$ cat src/rtl/uart_tx_serializer.sv
// uart_tx_serializer
//   UART transmit path. Takes a parallel word over a valid/ready handshake and
//   shifts it out on a registered, idle-high serial line: one start bit,
//   DATA_BITS data bits LSB first, an optional parity bit, then STOP_BITS stop
//   bits. Every bit is held for CLKS_PER_BIT cycles of clk.
//
// Ports
//   clk       in   system / oversample clock, all logic on posedge
//   rst       in   synchronous active-high reset; aborts any frame in flight
//   tx_data   in   word to send, sampled only on the accept cycle
//   tx_valid  in   tx_data is valid
//   tx_ready  out  high only while idle; accept = tx_valid & tx_ready
//   txbit     out  serial line (registered)
//   tx_busy   out  high while a frame is in progress
//   tx_done   out  one-cycle pulse on the edge the frame completes
module uart_tx_serializer #(
  parameter int CLKS_PER_BIT = 16,
  parameter int DATA_BITS    = 8,
  parameter int PARITY_EN    = 0,
  parameter int PARITY_ODD   = 0,
  parameter int STOP_BITS    = 1
) (
  input  logic                 clk,
  input  logic                 rst,
  input  logic [DATA_BITS-1:0] tx_data,
  input  logic                 tx_valid,
  output logic                 tx_ready,
  output logic                 txbit,
  output logic                 tx_busy,
  output logic                 tx_done
);

  typedef enum logic [2:0] {
    S_IDLE,
    S_START,
    S_DATA,
    S_PARITY,
    S_STOP
  } state_t;

  localparam logic [7:0] CYC_LAST  = 8'(CLKS_PER_BIT - 1);
  localparam logic [3:0] DATA_LAST = 4'(DATA_BITS - 1);
  localparam logic [3:0] STOP_LAST = 4'(STOP_BITS - 1);

  state_t                 state_reg, state_next;
  logic [7:0]             cyc_reg, cyc_next;
  logic [3:0]             bit_reg, bit_next;
  logic [DATA_BITS-1:0]   shift_reg, shift_next;
  logic                   parity_reg, parity_next;
  logic                   txbit_reg, txbit_next;
  logic                   done_reg, done_next;

  logic                   accept;
  logic                   bit_end;

  // Parity of the incoming word, seeded with the odd/even selection so the
  // chain output is directly the bit to transmit.
  logic [DATA_BITS:0]     par_chain;

  assign par_chain[0] = (PARITY_ODD != 0);

  generate
    for (genvar gi = 0; gi < DATA_BITS; gi++) begin : g_par
      assign par_chain[gi+1] = par_chain[gi] ^ tx_data[gi];
    end
  endgenerate

  assign accept  = tx_valid && (state_reg == S_IDLE);
  assign bit_end = (cyc_reg == CYC_LAST);

  always_comb begin
    state_next  = state_reg;
    cyc_next    = cyc_reg;
    bit_next    = bit_reg;
    shift_next  = shift_reg;
    parity_next = parity_reg;
    done_next   = 1'b0;

    case (state_reg)
      S_IDLE: begin
        cyc_next = 8'd0;
        bit_next = 4'd0;
        if (accept) begin
          shift_next  = tx_data;
          parity_next = par_chain[DATA_BITS];
          state_next  = S_START;
        end
      end

      S_START: begin
        if (bit_end) begin
          cyc_next   = 8'd0;
          bit_next   = 4'd0;
          state_next = S_DATA;
        end else begin
          cyc_next = cyc_reg + 8'd1;
        end
      end

      S_DATA: begin
        if (bit_end) begin
          cyc_next   = 8'd0;
          shift_next = shift_reg >> 1;
          if (bit_reg == DATA_LAST) begin
            bit_next   = 4'd0;
            state_next = (PARITY_EN != 0) ? S_PARITY : S_STOP;
          end else begin
            bit_next = bit_reg + 4'd1;
          end
        end else begin
          cyc_next = cyc_reg + 8'd1;
        end
      end

      S_PARITY: begin
        if (bit_end) begin
          cyc_next   = 8'd0;
          bit_next   = 4'd0;
          state_next = S_STOP;
        end else begin
          cyc_next = cyc_reg + 8'd1;
        end
      end

      S_STOP: begin
        if (bit_end) begin
          cyc_next = 8'd0;
          if (bit_reg == STOP_LAST) begin
            bit_next   = 4'd0;
            state_next = S_IDLE;
            done_next  = 1'b1;
          end else begin
            bit_next = bit_reg + 4'd1;
          end
        end else begin
          cyc_next = cyc_reg + 8'd1;
        end
      end

      default: begin
        state_next = S_IDLE;
        cyc_next   = 8'd0;
        bit_next   = 4'd0;
      end
    endcase

    // txbit is registered, so it is decoded from the state being entered:
    // the line changes on the same edge as the state.
    case (state_next)
      S_START:  txbit_next = 1'b0;
      S_DATA:   txbit_next = shift_next[0];
      S_PARITY: txbit_next = parity_next;
      default:  txbit_next = 1'b1;
    endcase
  end

  always_ff @(posedge clk) begin
    if (rst) begin
      state_reg  <= S_IDLE;
      cyc_reg    <= 8'd0;
      bit_reg    <= 4'd0;
      shift_reg  <= '0;
      parity_reg <= 1'b0;
      txbit_reg  <= 1'b1;
      done_reg   <= 1'b0;
    end else begin
      state_reg  <= state_next;
      cyc_reg    <= cyc_next;
      bit_reg    <= bit_next;
      shift_reg  <= shift_next;
      parity_reg <= parity_next;
      txbit_reg  <= txbit_next;
      done_reg   <= done_next;
    end
  end

  assign tx_ready = (state_reg == S_IDLE);
  assign tx_busy  = (state_reg != S_IDLE);
  assign txbit    = txbit_reg;
  assign tx_done  = done_reg;

endmodule
$ cat config.mk
export PLATFORM = sky130hd
export DESIGN_NAME = uart_tx_serializer
export DESIGN_NICKNAME = d
export VERILOG_FILES = /design/src/rtl/uart_tx_serializer.sv
export SDC_FILE = /design/constraint.sdc
export NUM_CORES = 1
export LEC_CHECK = 0
export CAP_MARGIN = 20
export CORE_ASPECT_RATIO = 1.75
export CORE_UTILIZATION = 54
export CTS_BUF_LIST = sky130_fd_sc_hd__clkbuf_16
export CTS_CLUSTER_DIAMETER = 100
export DETAILED_ROUTE_END_ITERATION = 7
export HOLD_SLACK_MARGIN = 0.02
export PLACE_DENSITY_LB_ADDON = 0.15
export SYNTH_ARGS = -nofsm -noshare
export SYNTH_HDL_FRONTEND = slang
export SYNTH_SLANG_ARGS = --single-unit
$ cat constraint.sdc
create_clock -name clk -period 2.2 [get_ports clk]
set_clock_uncertainty 0.1 [all_clocks]
set_input_delay 0.33 -clock clk [delete_from_list [all_inputs] [get_ports clk]]
set_output_delay 0.33 -clock clk [all_outputs]
set_load 0.01 [all_outputs]
* After elaboration in Yosys (flattened, before gate mapping) *
Cells that the tools add are included.

operators by class
  reductions and logical operators = 11
  equality and inequality tests = 13
  muxes and demuxes = 21
  add/sub/neg operators = 2
  bitwise gates (word level) = 10

operators with widths
  cell                 number
  $mux 3               7
  $mux 4               5
  $mux 8               2
  $pmux 8 s2           1
  $pmux 3 s5           1
  $eq 3x2->1 const B   4
  $pmux 4 s3           1
  $add 8x1->8 const B  1
  $eq 8x4->1 const B   1
  $xor 1x1->1          7
  $eq 3x1->1 const B   2
  $reduce_and 3->1     2
  $reduce_or 3->1      2
  $add 4x1->4 const B  1
  $eq 4x3->1 const B   1
  $logic_not 4->1      1
  $ne 2x1->1 const B   2
  $ne 2x2->1 const B   2
  $reduce_or 4->1      1
  $eq 3x3->1 const B   1
  $logic_not 3->1      1
  $mux 1               3
  $not 1->1            3
  $pmux 1 s3           1
  4 further kinds      4

word-level totals
  output and inout port bits = 4
  flip-flop bits (word level) = 26
  input bits = 11
  word-level logic and storage cells = 65

* Logic depth before layout (Yosys ltp) *
  depth after elaboration = 10
  mapped depth = 7
  mapped depth without buffers = 7

* Least setup slack after synthesis *
OpenSTA, ideal clock, no wires.

  path kind = reg-to-reg
  start = register state_reg[1]
  end = register txbit_reg (netlist: txbit)
  path buffers = 1
  cell stages (with the launch flop) = 7
  slack = 0.250 ns
  arrival = 1.713 ns
  required time = 1.963 ns
  setup time = 0.137 ns
  period minus slack after synthesis = 1.950 ns
  cells stage by stage = dfxtp_1 clkbuf_1 or4b_1 o221ai_1 a31oi_1 a2111oi_0 o32ai_1

between the ends
  word-level cells in the longest chain between the ends = 6
  elaborated cells on any way between the ends = 22
  those cells by class = eq/ne (7); mux (13); reduce/logical (2)

ends and longest elaborated chain
  item                                             RTL line  RTL
  start: declaration                               45        state_t state_reg, state_next;
  start signal: assignment                         167       state_reg <= state_next;
  $logic_not 3->1                                  68, 79
  $logic_and 1x1->1                                68        assign accept = tx_valid && (state_reg == S_IDLE);
  $mux 3                                           83        if (accept) begin
  $pmux 3 s5                                       79        case (state_reg)
  $eq 3x2->1 / $eq 3x1->1 (equally long branches)  149       case (state_next)
  $pmux 1 s3 *                                     149
  end signal: assignment                           172       txbit_reg <= txbit_next;
  end: declaration                                 50        logic txbit_reg, txbit_next;

Mark *: on every way between the ends. The rest lies on a longest branch, timed or not. The select of a mux whose other input is x is not followed.
A chain may end at the register's enable or synchronous reset.

* Worst setup path in the final report *
  start = register cyc_reg[5]
  end = register txbit_reg (netlist: txbit)

between the ends
  word-level cells in the longest chain between the ends = 5
  elaborated cells on any way between the ends = 12
  those cells by class = eq/ne (4); mux (8)

ends and longest elaborated chain
  item                                             RTL line  RTL
  start: declaration                               46        logic [7:0] cyc_reg, cyc_next;
  start signal: assignment                         168       cyc_reg <= cyc_next;
  $eq 8x4->1 *                                     69        assign bit_end = (cyc_reg == CYC_LAST);
  $mux 3, on equally long branches                 --
  $pmux 3 s5                                       79
  $eq 3x2->1 / $eq 3x1->1 (equally long branches)  149
  $pmux 1 s3 *                                     149

Marks and branches as above.

==> impl_metrics.env <==
export IMPL_fin_nets=181
export IMPL_io_pins=15
export IMPL_grt_max_degree=16
export IMPL_die_height_um=66.78
export IMPL_ys_types=37
export IMPL_swShare_pct=20.27
export IMPL_place_congestion=0.8063
export IMPL_slowest_delay_ns=0.59
export IMPL_switching_power_mw=0.2333
export IMPL_tns_ns=0
export IMPL_synthCells=151
export IMPL_drt_pass1_iter_count=4
export IMPL_area_growth_pct=22.42
export IMPL_clk_pin_slew_ns=0.06
export IMPL_syn_nets=165
export IMPL_routed_wl_mm=2.716
export IMPL_design_core_area_um2=2273
export IMPL_core_rowCount=23
export IMPL_cts_tree="built"
export IMPL_dp_slack_ns=-0.1369
export IMPL_die_area_um2=2606
export IMPL_vias=1134
export IMPL_wl_per_cell_um=14.22
export IMPL_seqPwrFrac_pct=43.6
export IMPL_diodes=0
export IMPL_cp_cell_sequence="or4_4, o21ai_0, a31oi_1, a2111oi_0, o32ai_1"
export IMPL_hold_viol_final=0
export IMPL_cap_violations=0
export IMPL_status="complete, no violations"
export IMPL_first_iter_violations=26
export IMPL_portBuffers=14
export IMPL_clk_latency_ns=0.26
export IMPL_timing_fmax_mhz=470.8
export IMPL_cts_root_buf="clkbuf_16"
export IMPL_relSlewSlack_pct=73.78
export IMPL_initial_core_util_pct=56.96
export IMPL_dp_hpwl_mm=1.965
export IMPL_path_class="reg -> reg"
export IMPL_placed_area_um2=1473
export IMPL_fin_crit_sh_pct=96.54
export IMPL_startpoint="cyc_reg[5]$_SDFF_PP0_"
export IMPL_hold_ws_ns=0.3574
export IMPL_cp_arrival_ns=2.15
export IMPL_synth_area_leaders="dfxtp_1, xnor2_1, a21oi_1"
export IMPL_rrSetupSlack_ns=0.08
export IMPL_tightest_slew_ns=0.3834
export IMPL_leakagePower_nw=0.5726
export IMPL_cts_sinks=26
export IMPL_fin_crit_ns=2.124
export IMPL_hold_path_class="reg -> reg"
export IMPL_synth_top_area_share_pct=40.19
export IMPL_ant_nets=0
export IMPL_r2r_start="cyc_reg[5]$_SDFF_PP0_"
export IMPL_die_w_um=39.02
export IMPL_ys_ff_latch=26
export IMPL_grt_antenna_before_repair=0
export IMPL_cts_buffer_depth=2
export IMPL_power_density_nw_per_um2=725.8
export IMPL_yosysSeqAreaShare_pct=40.19
export IMPL_setup_viol=0
export IMPL_cp_end_kind="register"
export IMPL_yosys_area_top_type="dfxtp_1"
export IMPL_syn_avg_cell_area_um2=8.576
export IMPL_rsz0062_at_grt="no"
export IMPL_post_cts_buffers=0
export IMPL_cts_buffers_inserted=3
export IMPL_overflow=0
export IMPL_cp_start_kind="register"
export IMPL_cellInternalPower_mw=0.9173
export IMPL_drc=0
export IMPL_ir_worst_vdd_mv=0.6004
export IMPL_slowest_stage="or4_4"
export IMPL_grt_pass1_wl_mm=4.526
export IMPL_first_global_vias=1117
export IMPL_finish_utilization_pct=69.73
export IMPL_pwr_share_clk_pct=45.4
export IMPL_hold_buffers=0
export IMPL_drive_gt1_share_pct=10.84
export IMPL_worst_path_max_fanout=5
export IMPL_final_cell_mix="dfxtp_1, nor2_1, clkdlybuf4s50_1"
export IMPL_crit_required_ns=2.23
export IMPL_htree_levels=1
export IMPL_yosysWarnings=0
export IMPL_final_common_cell="dfxtp_1"
export IMPL_maxSlewViolCount=0
export IMPL_grt_use_total_pct=24.36
export IMPL_pwr_share_comb_pct=11.0
export IMPL_fillCellCount=192
export IMPL_synth_area_um2=1295
export IMPL_layout_setup_ws_ns=0.07605
export IMPL_min_from="cyc_reg[0]$_SDFF_PP0_"
export IMPL_via_per_inst=5.937
export IMPL_fin_area_um2=1585
-- per-stage QoR --
| step | std cells | total power [mW] |
|---|---|---|
| floorplan | 151 | 0.5854 |
| global placement | 187 | 0.6313 |
| detailed placement | 187 | 0.6354 |
| CTS | 191 | 1.160 |
| global route | 191 | 1.189 |
| finish | 191 | 1.151 |
-- cells in the mapped netlist, drive strengths merged --
cell type  instances
o211a              1
o221ai             1
nor3b              2
nand2b             3
nor2              15
and3b              1
or3                2
a2bb2oi            2
nand3              8
a21oi             12
a22oi              6
buf                1
nor4               2
nand3b             1
or4b               2
xor2               3
dfxtp             26
inv                4
or4                1
o21ai              4
and3               2
nor2b              2
a32oi              1
xnor2             10
nand2             13
and2               2
nor3               4
mux2i              1
o211ai             1
a2111oi            1
or3b               3
a31oi              1
o22a               2
ha                 3
clkbuf             7
o32ai              1
-- worst max-delay path, delay by kind of cell, from the launching register on --
kind	cells	cell delay (ns)
DFF	1	0.35
and+or+nand+nor	1	0.59
AOI/OAI and AO/OA	4	0.95
-- final timing paths --
kind,to,cells past startpoint
max reg2reg,txbit$_SDFF_PP1_,5
max,txbit$_SDFF_PP1_,5
min,cyc_reg[0]$_SDFF_PP0_,1
min reg2reg,cyc_reg[0]$_SDFF_PP0_,1
-- metal layers --
metal  global-route usage (%)  part of all wire [%]  vias to the layer above
li1                         -                     -                      565
met4                    12.50                   2.2                        0
met1                    26.53                    40                      525
met2                    42.92                    53                       37
met5                        0                     0                        -
met3                    3.333                   4.2                        7
-- logic make-up (layout without fill, tap and decap cells) --
group | Yosys count | in the layout | synth area share [%]
buffers and inverters | 12 | 27 | 3.575
adders and majority gates | 3 | 3 | 2.899
AOI/OAI and AO/OA | 33 | 33 | 17.49
xor gates and xnor gates | 13 | 13 | 8.792
DFF | 26 | 26 | 40.19
muxes | 1 | 1 | 0.7730
and+or+nand+nor | 63 | 63 | 26.28
-- final cells by class --
| type | count | area, µm² | share of cell area [%] |
|---|---|---|---|
| Tap cell | 25 | 31.28 | 1.973 |
| Inverter | 4 | 15.01 | 0.9471 |
| Clock inverter | 1 | 30.03 | 1.894 |
| Timing Repair Buffer | 19 | 177.7 | 11.21 |
| Multi-Input combinational cell | 113 | 733.2 | 46.25 |
| Clock buffer | 3 | 75.07 | 4.736 |
| Sequential cell | 26 | 523.0 | 32.99 |
-- power by group through the flow --
stage               Combinational, mW  Sequential (mW)  Clock (mW)
finish                          0.126            0.501       0.523
global route                    0.138            0.503       0.548
CTS                             0.128            0.500       0.531
detailed placement              0.125            0.510           0
global placement                0.122            0.510           0
floorplan                      0.0798            0.506           0
-- repair_timing --
action / in CTS / in global routing
endpoints found under the setup margin: 1 / 1
pin swaps: 0 / 0
gates resized for setup: 1 / 2
cloned: 0 / 0
(Power assumes the default switching activity.)
